--- src/rtl/rwf_pkg.sv ---
// Shared helpers for ratio_width_fifo: log2, pointer widths and lane mapping.
package rwf_pkg;

  localparam int unsigned DEF_IN_W       = 32;
  localparam int unsigned DEF_RATIO      = 4;
  localparam int unsigned DEF_DEPTH_LOG2 = 4;

  function automatic int unsigned clog2(input int unsigned v);
    int unsigned r;
    r = 0;
    while ((32'd1 << r) < v) r++;
    return r;
  endfunction

  function automatic int unsigned wr_ptr_w(input int unsigned depth_log2);
    return depth_log2 + 1;
  endfunction

  function automatic int unsigned rd_ptr_w(input int unsigned depth_log2,
                                           input int unsigned ratio);
    return depth_log2 + clog2(ratio) + 1;
  endfunction

  // Logical lane (emission order) to physical lane position in the word.
  function automatic int unsigned lane_map(input int unsigned lane,
                                           input int unsigned ratio,
                                           input bit          msb_first);
    return msb_first ? (ratio - 1 - lane) : lane;
  endfunction

endpackage

--- src/rtl/simple_dual_port_dist_ram.sv ---
// Distributed RAM: one synchronous write port, one asynchronous read port, no reset.
module simple_dual_port_dist_ram #(
  parameter int unsigned DATA_W = 32,
  parameter int unsigned ADDR_W = 4
) (
  input  logic              clk,
  input  logic              we_i,
  input  logic [ADDR_W-1:0] waddr_i,
  input  logic [DATA_W-1:0] wdata_i,
  input  logic [ADDR_W-1:0] raddr_i,
  output logic [DATA_W-1:0] rdata_o
);

  logic [DATA_W-1:0] mem_q [2**ADDR_W];

  always_ff @(posedge clk) begin
    if (we_i) mem_q[waddr_i] <= wdata_i;
  end

  assign rdata_o = mem_q[raddr_i];

endmodule

--- src/rtl/ratio_width_fifo.sv ---
// Wide-in / narrow-out FWFT FIFO with power-of-two width ratio.
// Optional sticky ovf/udf error flags when RWF_ERR_EN is defined.
module ratio_width_fifo
  import rwf_pkg::*;
#(
  parameter int unsigned IN_W             = DEF_IN_W,
  parameter int unsigned RATIO            = DEF_RATIO,
  parameter int unsigned OUT_W            = IN_W / RATIO,
  parameter int unsigned DEPTH_LOG2       = DEF_DEPTH_LOG2,
  parameter int unsigned ALMOST_EMPTY_CNT = 1,
  parameter int unsigned ALMOST_FULL_CNT  = 1,
  parameter bit          MSB_FIRST        = 1'b0
) (
  input  logic                              clk,
  input  logic                              rst,
  input  logic                              push,
  input  logic [IN_W-1:0]                   d,
  output logic                              full,
  input  logic                              pop,
  output logic [OUT_W-1:0]                  q,
  output logic                              empty,
  output logic [DEPTH_LOG2:0]               count_in,
  output logic [DEPTH_LOG2+clog2(RATIO):0]  count_out,
  output logic                              almost_empty,
  output logic                              almost_full
`ifdef RWF_ERR_EN
  ,
  output logic                              ovf,
  output logic                              udf
`endif
);

  localparam int unsigned LR    = clog2(RATIO);
  localparam int unsigned WPW   = wr_ptr_w(DEPTH_LOG2);
  localparam int unsigned RPW   = rd_ptr_w(DEPTH_LOG2, RATIO);
  localparam int unsigned DEPTH = 32'd1 << DEPTH_LOG2;

  logic [WPW-1:0]  wr_ptr_q, wr_ptr_d;
  logic [RPW-1:0]  rd_ptr_q, rd_ptr_d;
  logic [WPW-1:0]  rd_word;
  logic            push_acc, pop_acc;
  logic [IN_W-1:0] rdata;

  // Occupancy and flags, all derived from the registered pointers.
  assign rd_word      = rd_ptr_q[RPW-1:LR];
  assign count_in     = wr_ptr_q - rd_word;
  assign count_out    = (RPW'(wr_ptr_q) << LR) - rd_ptr_q;
  assign empty        = (count_out == '0);
  assign full         = (count_in == WPW'(DEPTH));
  assign almost_empty = (32'(count_out) <= ALMOST_EMPTY_CNT);
  assign almost_full  = ((DEPTH - 32'(count_in)) <= ALMOST_FULL_CNT);

  assign push_acc = push & ~full;
  assign pop_acc  = pop & ~empty;

  always_comb begin
    wr_ptr_d = wr_ptr_q;
    rd_ptr_d = rd_ptr_q;
    if (push_acc) wr_ptr_d = wr_ptr_q + WPW'(1);
    if (pop_acc)  rd_ptr_d = rd_ptr_q + RPW'(1);
  end

  always_ff @(posedge clk) begin
    if (rst) begin
      wr_ptr_q <= '0;
      rd_ptr_q <= '0;
    end else begin
      wr_ptr_q <= wr_ptr_d;
      rd_ptr_q <= rd_ptr_d;
    end
  end

  simple_dual_port_dist_ram #(
    .DATA_W (IN_W),
    .ADDR_W (DEPTH_LOG2)
  ) u_ram (
    .clk     (clk),
    .we_i    (push_acc),
    .waddr_i (wr_ptr_q[DEPTH_LOG2-1:0]),
    .wdata_i (d),
    .raddr_i (rd_word[DEPTH_LOG2-1:0]),
    .rdata_o (rdata)
  );

  // Lane select: the low rd_ptr bits pick the lane of the head word.
  if (LR == 0) begin : g_no_lane
    assign q = rdata;
  end else begin : g_lane
    logic [OUT_W-1:0] lanes [RATIO];
    logic [LR-1:0]    phys;
    for (genvar g = 0; g < RATIO; g++) begin : g_split
      assign lanes[g] = rdata[g*OUT_W +: OUT_W];
    end
    assign phys = LR'(lane_map(32'(rd_ptr_q[LR-1:0]), RATIO, MSB_FIRST));
    assign q    = lanes[phys];
  end

`ifdef RWF_ERR_EN
  logic ovf_q, udf_q;

  always_ff @(posedge clk) begin
    if (rst) begin
      ovf_q <= 1'b0;
      udf_q <= 1'b0;
    end else begin
      if (push && full) ovf_q <= 1'b1;
      if (pop && empty) udf_q <= 1'b1;
    end
  end

  assign ovf = ovf_q;
  assign udf = udf_q;
`endif

endmodule

--- config.mk ---
export PLATFORM = sky130hd
export DESIGN_NAME = ratio_width_fifo
export DESIGN_NICKNAME = d
export VERILOG_FILES = /design/src/rtl/rwf_pkg.sv /design/src/rtl/simple_dual_port_dist_ram.sv /design/src/rtl/ratio_width_fifo.sv
export SDC_FILE = /design/constraint.sdc
export NUM_CORES = 1
export LEC_CHECK = 0
export CORE_ASPECT_RATIO = 1.2
export CORE_UTILIZATION = 55
export CTS_BUF_LIST = sky130_fd_sc_hd__clkbuf_16
export DETAILED_ROUTE_END_ITERATION = 12
export GPL_TIMING_DRIVEN = 0
export HOLD_SLACK_MARGIN = 0.05
export PLACE_DENSITY = 0.73
export SLEW_MARGIN = 5
export SYNTH_ARGS = -nofsm -noshare
export SYNTH_HDL_FRONTEND = slang
export SYNTH_SLANG_ARGS = --single-unit
--- constraint.sdc ---
create_clock -name clk -period 6.2 [get_ports clk]
set_input_delay 1.24 -clock clk [delete_from_list [all_inputs] [get_ports clk]]
set_output_delay 1.24 -clock clk [all_outputs]
set_load 0.02 [all_outputs]
==> results of run 1 <==
cell type report:
class	count	area share [%]
clock inverters	38	0.885
flip-flops and latches	528	66.1
clock buffers	51	5.37
multi-input cells	324	19.7
diodes	1	0.0105
well taps	474	2.50
repair buffers	87	4.26
plain buffers	48	0.938
inverters	15	0.237
final timing paths:
check	start	endpoint	slack, ns	cells past startpoint
max	register	q[7]	0.91	8
min	wr_ptr_q[4]	wr_ptr_q[4]	0.56	2
max reg2reg	wr_ptr_q[0]	u_ram.mem_q[0][17]	1.92	15
min reg2reg	wr_ptr_q[4]	wr_ptr_q[4]	0.56	2
power breakdown:
part / total (mW) / internal, mW / switching [mW]
combinational: 0.603 / 0.254 / 0.349
clock: 2.79 / 1.56 / 1.23
sequential: 3.98 / 3.97 / 0.0162
total: 7.38 / 5.78 / 1.60
cell usage after synthesis (all sizes together):
| library cell | count |
|---|---|
| mux2 | 2 |
| a41oi | 1 |
| edfxtp | 512 |
| a21oi | 16 |
| fa | 1 |
| a211oi | 7 |
| o21ai | 9 |
| clkinv | 1 |
| nand2 | 9 |
| nand2b | 5 |
| a22oi | 10 |
| o21bai | 2 |
| nor4b | 1 |
| xnor2 | 8 |
| ha | 13 |
| nand3b | 1 |
| nand4 | 3 |
| a21o | 9 |
| mux4 | 154 |
| xor2 | 6 |
| and4 | 1 |
| nor3 | 13 |
| nor2b | 8 |
| nor2 | 31 |
| o22ai | 7 |
| nand3 | 5 |
| clkbuf | 17 |
| dfxtp | 16 |
| mux2i | 1 |
| nor4 | 1 |
| inv | 14 |
| buf | 31 |
sequential cells by signal, indices dropped and copies added, names as in the netlist, named ones only:
register and flops:
rd_ptr_q 7, u_ram.mem_q 512, wr_ptr_q 5
worst min-delay path: stages, from the launching register on:
cell                      delay [ns]
sky130_fd_sc_hd__dfxtp_1        0.37
sky130_fd_sc_hd__xnor2_1        0.08
sky130_fd_sc_hd__nor2_1         0.07
per-stage QoR:
stage	std cells	area, um2
6_report	1566	23700
5_1_grt	1566	23700
4_1_cts	1565	23700
3_5_place_dp	1476	22300
3_3_place_gp	1448	21700
2_1_floorplan	915	20500
layer usage:
| metal | vias to the layer above | GRT usage [%] | share of wire (%) |
|---|---|---|---|
| met5 | - | 0 | 0.037 |
| met2 | 462 | 40.8 | 50 |
| li1 | 4126 | - | - |
| met4 | 2 | 8.88 | 3.2 |
| met1 | 5246 | 34.7 | 39 |
| met3 | 90 | 4.65 | 7.5 |
logic make-up after synthesis:
group / Yosys count
flops: 528
mux: 157
simple gates: 78
buf+inv: 63
compound gates: 61
xor+xnor: 14
fa+ha+maj: 14
==> summary.md, run 1 <==
Pwr
* **Pwr Density** 311 mW/mm2
* **total power consumption of the routed design** 7.38 mW
* **static leakage** 7.42 nW
* **peak supply drop** 249 uV

Floorplanning
* **die boundary width** 178 um
* **number of placed I/O pins** 60
* **FP Rows** 77
* **Total Die Area** 0.0381 mm2
* **core footprint** 0.0368 mm2
* **initial cell density of the core** 55.8%
* **Die Y-Extent** 214 um

Synthesis
* **#FFs+latches synth** 528
* **adder-cell share of the synthesized area** 0.889%
* **Synthesized Nets** 965
* **number of distinct standard cells referenced by the synthesized netlist** 37
* **post-synthesis sequential area ratio** 76.4%
* **mux cell area share after synthesis** 17.0%
* **Cell Area, Synth** 0.0205 mm2
* **xor/xnor cell area share of the yosys netlist** 0.597%
* **Synth Area in Simple Gates** 1.83%
* **total of warnings raised by yosys** 0
* **Mean Syn Cell Area** 22.5 um2
* **largest family of logic cells by synthesized area** multiplexers
* **Synth Area in Compound Gates** 1.89%
* **top cell type by total area after synthesis** sky130_fd_sc_hd__edfxtp_1
* **cell types occupying the most area after synthesis** sky130_fd_sc_hd__edfxtp_1 (75%), sky130_fd_sc_hd__mux4_2 (17%), sky130_fd_sc_hd__dfxtp_1 (1.6%)
* **top cell type's share of synthesized area** 74.8%
* **number of standard cells after synthesis** 915

Timing
* **Post-Route Hold Slack** 0.556 ns
* **Period Utilization, post-route** 85.3%
* **worst-case headroom to the max-slew limit** 36.4%
* **RSZ-0062 raised after global routing** no
* **Final Hold Fails** 0
* **highest clock frequency the design can meet** 0.189 GHz
* **Min Clock Period, post-route** 5.29 ns
* **slack of the critical path** 0.911 ns
* **Clock Skew** 0.0183 ns
* **Post-Route Setup TNS** 0 ns
* **max-slew violation count** 0
* **transition time at the pin with the least slew margin** 0.950 ns
* **total setup violations reported at the end of the flow** 0

Finish
* **final core occ** 64.5%
* **filler cell count in the final layout** 2430
* **fraction of layout instances using a drive strength above 1** 26.4%
* **most frequent cells in the layout** sky130_fd_sc_hd__edfxtp_1 (512), sky130_fd_sc_hd__mux4_2 (154), sky130_fd_sc_hd__clkdlybuf4s50_1 (59)
* **most common library cell in the layout ignoring fill and taps** sky130_fd_sc_hd__edfxtp_1
* **multi-input logic area** 0.00468 mm2
* **Seq. cell area** 0.0157 mm2
* **area added between synthesis and finish** 15.6%
* **net count of the finished layout** 1103

Clock network
* **clock insertion delay at the later pin of the skew report** 0.57 ns
* **number of buffers inserted during clock tree synthesis** 49
* **clk sinks** 528
* **Bufs on Longest Clock Path** 3
* **total of cells resized after clock tree synthesis** 0
* **hold_buf cts** 0
* **count of buffers added by post-CTS timing repair for setup** 0
* **buffer type at the clock tree root** sky130_fd_sc_hd__clkbuf_16
* **total number of H-tree levels** 2
* **clock transition at the registers of the reported paths** 0.06 ns
* **CTS tree** built

Placement
* **HPWL after detailed placement** 28.2 mm
* **Setup Slack @ Placement** 1.53 ns
* **routability-driven placement congestion ratio** 0.795
* **number of buffers inserted by port buffering** 59

Critical path
* **worst path buffer plus inverter count** 3
* **Arr. time, crit path** 4.05 ns
* **Worst setup EP type** output port
* **startpoint type of the worst setup path** register
* **kind of critical path** register to output port
* **critical path required time** 4.96 ns
* **stage delay of the slowest cell on the critical path** 0.67 ns
* **biggest fanout along the worst timing path** 10
* **Critical-path top delay cell** sky130_fd_sc_hd__clkbuf_1
* **CP Cell Sequence** buf_2, clkbuf_1, nand3b_1, o22ai_1, nor3_1, a22oi_1, o21ai_1, clkdlybuf4s50_1
* **family with the most delay on the worst path** buffers and inverters

Global route
* **largest net degree at the start of global routing** 22
* **wire length of the first global-routing pass** 66.5 mm
* **global-route usage over all layers** 25.2%
* **antenna violations before repair** 2
* **via count of the first global-routing pass** 9973
* **GRT Residual Overflow** 0

Drt
* **Iteration-0 DRC Markers** 1356
* **remaining antenna violation count** 0
* **post-DR vias/cell** 6.34
* **length of the first detailed-routing pass in iterations** 5
* **number of remaining DRC errors** 0
* **overall routed net length** 45.5 mm
* **total vias in the final route** 9926
* **average detailed-routed wire length per instance** 29.0 um

Outcome
* **run status** completed

Min path
* **type of the tightest min-delay check** register to register

Run
* **count of max-cap constraint violations** 0

Power figures use the tool's default switching activity.
==> inputs of run 2 (changes only) <==
--- a/config.mk
+++ b/config.mk
@@ -11,8 +11,8 @@
 export DETAILED_ROUTE_END_ITERATION = 12
 export GPL_TIMING_DRIVEN = 0
 export HOLD_SLACK_MARGIN = 0.05
-export PLACE_DENSITY = 0.73
-export SLEW_MARGIN = 5
+export PLACE_DENSITY = 0.72
+export SLEW_MARGIN = 10
 export SYNTH_ARGS = -nofsm -noshare
 export SYNTH_HDL_FRONTEND = slang
 export SYNTH_SLANG_ARGS = --single-unit
==> summary.md, run 2 (synthesized netlist as in run 1, its figures left out) <==
Timing
* **Min Clock Period, post-route** 5.44 ns
* **Final Hold Fails** 0
* **RSZ-0062 raised after global routing** no
* **slack of the critical path** 0.756 ns
* **transition time at the pin with the least slew margin** 1.00 ns
* **Clock Skew** 0.00875 ns
* **worst-case headroom to the max-slew limit** 33.3%
* **highest clock frequency the design can meet** 0.184 GHz
* **max-slew violation count** 0
* **total setup violations reported at the end of the flow** 0
* **Post-Route Setup TNS** 0 ns
* **Period Utilization, post-route** 87.8%

Global route
* **via count of the first global-routing pass** 9972
* **GRT Residual Overflow** 0
* **wire length of the first global-routing pass** 66.8 mm
* **antenna violations before repair** 2
* **largest net degree at the start of global routing** 21
* **global-route usage over all layers** 25.4%

Critical path
* **startpoint type of the worst setup path** register
* **Arr. time, crit path** 4.20 ns
* **kind of critical path** register to output port
* **Worst setup EP type** output port
* **critical path required time** 4.96 ns
* **biggest fanout along the worst timing path** 10

Drt
* **highest metal layer with signal wires** met5
* **detailed-route wire length on metal 1** 17.7 mm
* **overall routed net length** 46.5 mm
* **Iteration-0 DRC Markers** 1223
* **length of the first detailed-routing pass in iterations** 5
* **amount of wire on met3 after detailed routing** 3.41 mm
* **post-DR vias/cell** 6.31
* **total vias in the final route** 9923
* **number of remaining DRC errors** 0
* **remaining antenna violation count** 0
* **routed wl met2** 23.8 mm
* **average detailed-routed wire length per instance** 29.6 um

Placement
* **routability-driven placement congestion ratio** 0.814
* **Cells after DPL** 1478
* **number of buffers inserted by port buffering** 59
* **HPWL after detailed placement** 28.6 mm
* **placement-stage cell area** 0.0223 mm2
* **Setup Slack @ Placement** 1.40 ns

Run
* **count of max-cap constraint violations** 0

Pwr
* **Pwr Density** 318 mW/mm2
* **static leakage** 7.49 nW
* **total power consumption of the routed design** 7.62 mW
* **peak supply drop** 227 uV

Finish
* **most common library cell in the layout ignoring fill and taps** sky130_fd_sc_hd__edfxtp_1
* **net count of the finished layout** 1107
* **largest registers in the final layout** u_ram.mem_q: 512 flops, rd_ptr_q: 7 flops, wr_ptr_q: 5 flops
* **Layout Cell Area excl Fill** 0.0240 mm2
* **non-filler instance count after layout** 1572
* **area added between synthesis and finish** 16.6%
* **fraction of layout instances using a drive strength above 1** 27.3%
* **most frequent cells in the layout** sky130_fd_sc_hd__edfxtp_1 (512), sky130_fd_sc_hd__mux4_2 (154), sky130_fd_sc_hd__clkdlybuf4s50_1 (59)
* **register containing the most flip-flops in the final layout** u_ram.mem_q
* **flip-flop count of the largest register after layout** 512

Clock network
* **CTS tree** built
* **buffer type at the clock tree root** sky130_fd_sc_hd__clkbuf_16
* **Bufs on Longest Clock Path** 3
* **clock transition at the registers of the reported paths** 0.06 ns
* **total number of H-tree levels** 2
* **total of cells resized after clock tree synthesis** 0
* **count of buffers added by post-CTS timing repair for setup** 0
* **hold_buf cts** 0
* **clk sinks** 528
* **clock insertion delay at the later pin of the skew report** 0.56 ns
* **number of buffers inserted during clock tree synthesis** 51

Min path
* **type of the tightest min-delay check** register to register

Floorplanning
* **Die Y-Extent** 214 um
* **initial cell density of the core** 55.8%
* **core footprint** 0.0368 mm2
* **Total Die Area** 0.0381 mm2
* **die boundary width** 178 um
* **number of placed I/O pins** 60
* **FP Rows** 77

Outcome
* **run status** completed

run 2: changes by cell type in the layout (fill, tap and decap cells not counted):
cell                         before  now
sky130_fd_sc_hd__inv_1           34   30
sky130_fd_sc_hd__clkinvlp_4       1    3
sky130_fd_sc_hd__buf_12          11   10
sky130_fd_sc_hd__clkinv_2         5    4
sky130_fd_sc_hd__bufinv_16        2    5
sky130_fd_sc_hd__buf_16           1    4
sky130_fd_sc_hd__clkbuf_16       51   53
sky130_fd_sc_hd__clkinv_4         0    4
sky130_fd_sc_hd__inv_6            1    0
sky130_fd_sc_hd__clkinv_1        10    9
sky130_fd_sc_hd__buf_4            5   10
sky130_fd_sc_hd__buf_6           14    7
sky130_fd_sc_hd__buf_8            0    2
run 2: critical path, stage by stage (launching register included):
cell	delay, ns
sky130_fd_sc_hd__dfxtp_1	0.30
sky130_fd_sc_hd__buf_2	0.30
sky130_fd_sc_hd__clkbuf_1	0.79
sky130_fd_sc_hd__nand3b_1	0.44
sky130_fd_sc_hd__o22ai_1	0.18
sky130_fd_sc_hd__nor3_1	0.65
sky130_fd_sc_hd__a22oi_1	0.16
sky130_fd_sc_hd__o21ai_1	0.17
sky130_fd_sc_hd__clkdlybuf4s50_1	0.64
run 2: layout make-up:
| type | instances | area (um2) |
|---|---|---|
| buffer | 48 | 223 |
| multi-input combinational | 324 | 4680 |
| antenna | 1 | 2.50 |
| clock buffer | 53 | 1330 |
| clock inverter | 40 | 318 |
| fill | 2398 | 12800 |
| timing repair buffer | 89 | 1060 |
| inverter | 15 | 56.3 |
| sequential | 528 | 15700 |
| tap | 474 | 593 |
run 2: final timing paths:
path	from	end	slack, ns	cells after the start
worst max register to register	wr_ptr_q[0]	u_ram.mem_q[0][1]	1.94	15
worst max-delay path	register	q[1]	0.76	8
worst min-delay path	rd_ptr_q[6]	rd_ptr_q[6]	0.56	3
worst min register to register	rd_ptr_q[6]	rd_ptr_q[6]	0.56	3
run 2: through the flow:
step	utilization, %	hold WS (ns)
final	65.1	0.563
after global routing	65.1	0.593
after CTS	65.1	0.561
after detailed placement	60.6	0.547
after global placement	59.0	0.525
after floorplan	-	0.504
run 2: metal layers:
layer | global-route usage [%] | vias up
met5 | 0 | -
met4 | 9.67 | 2
met3 | 3.92 | 87
met2 | 43.1 | 499
met1 | 33.5 | 5190
li1 | - | 4145
run 2: where the power goes:
part           total, mW  internal [mW]  switching [mW]
sequential          3.99           3.97          0.0167
combinational      0.605          0.252           0.352
clock               3.03           1.75            1.28
total               7.62           5.97            1.65
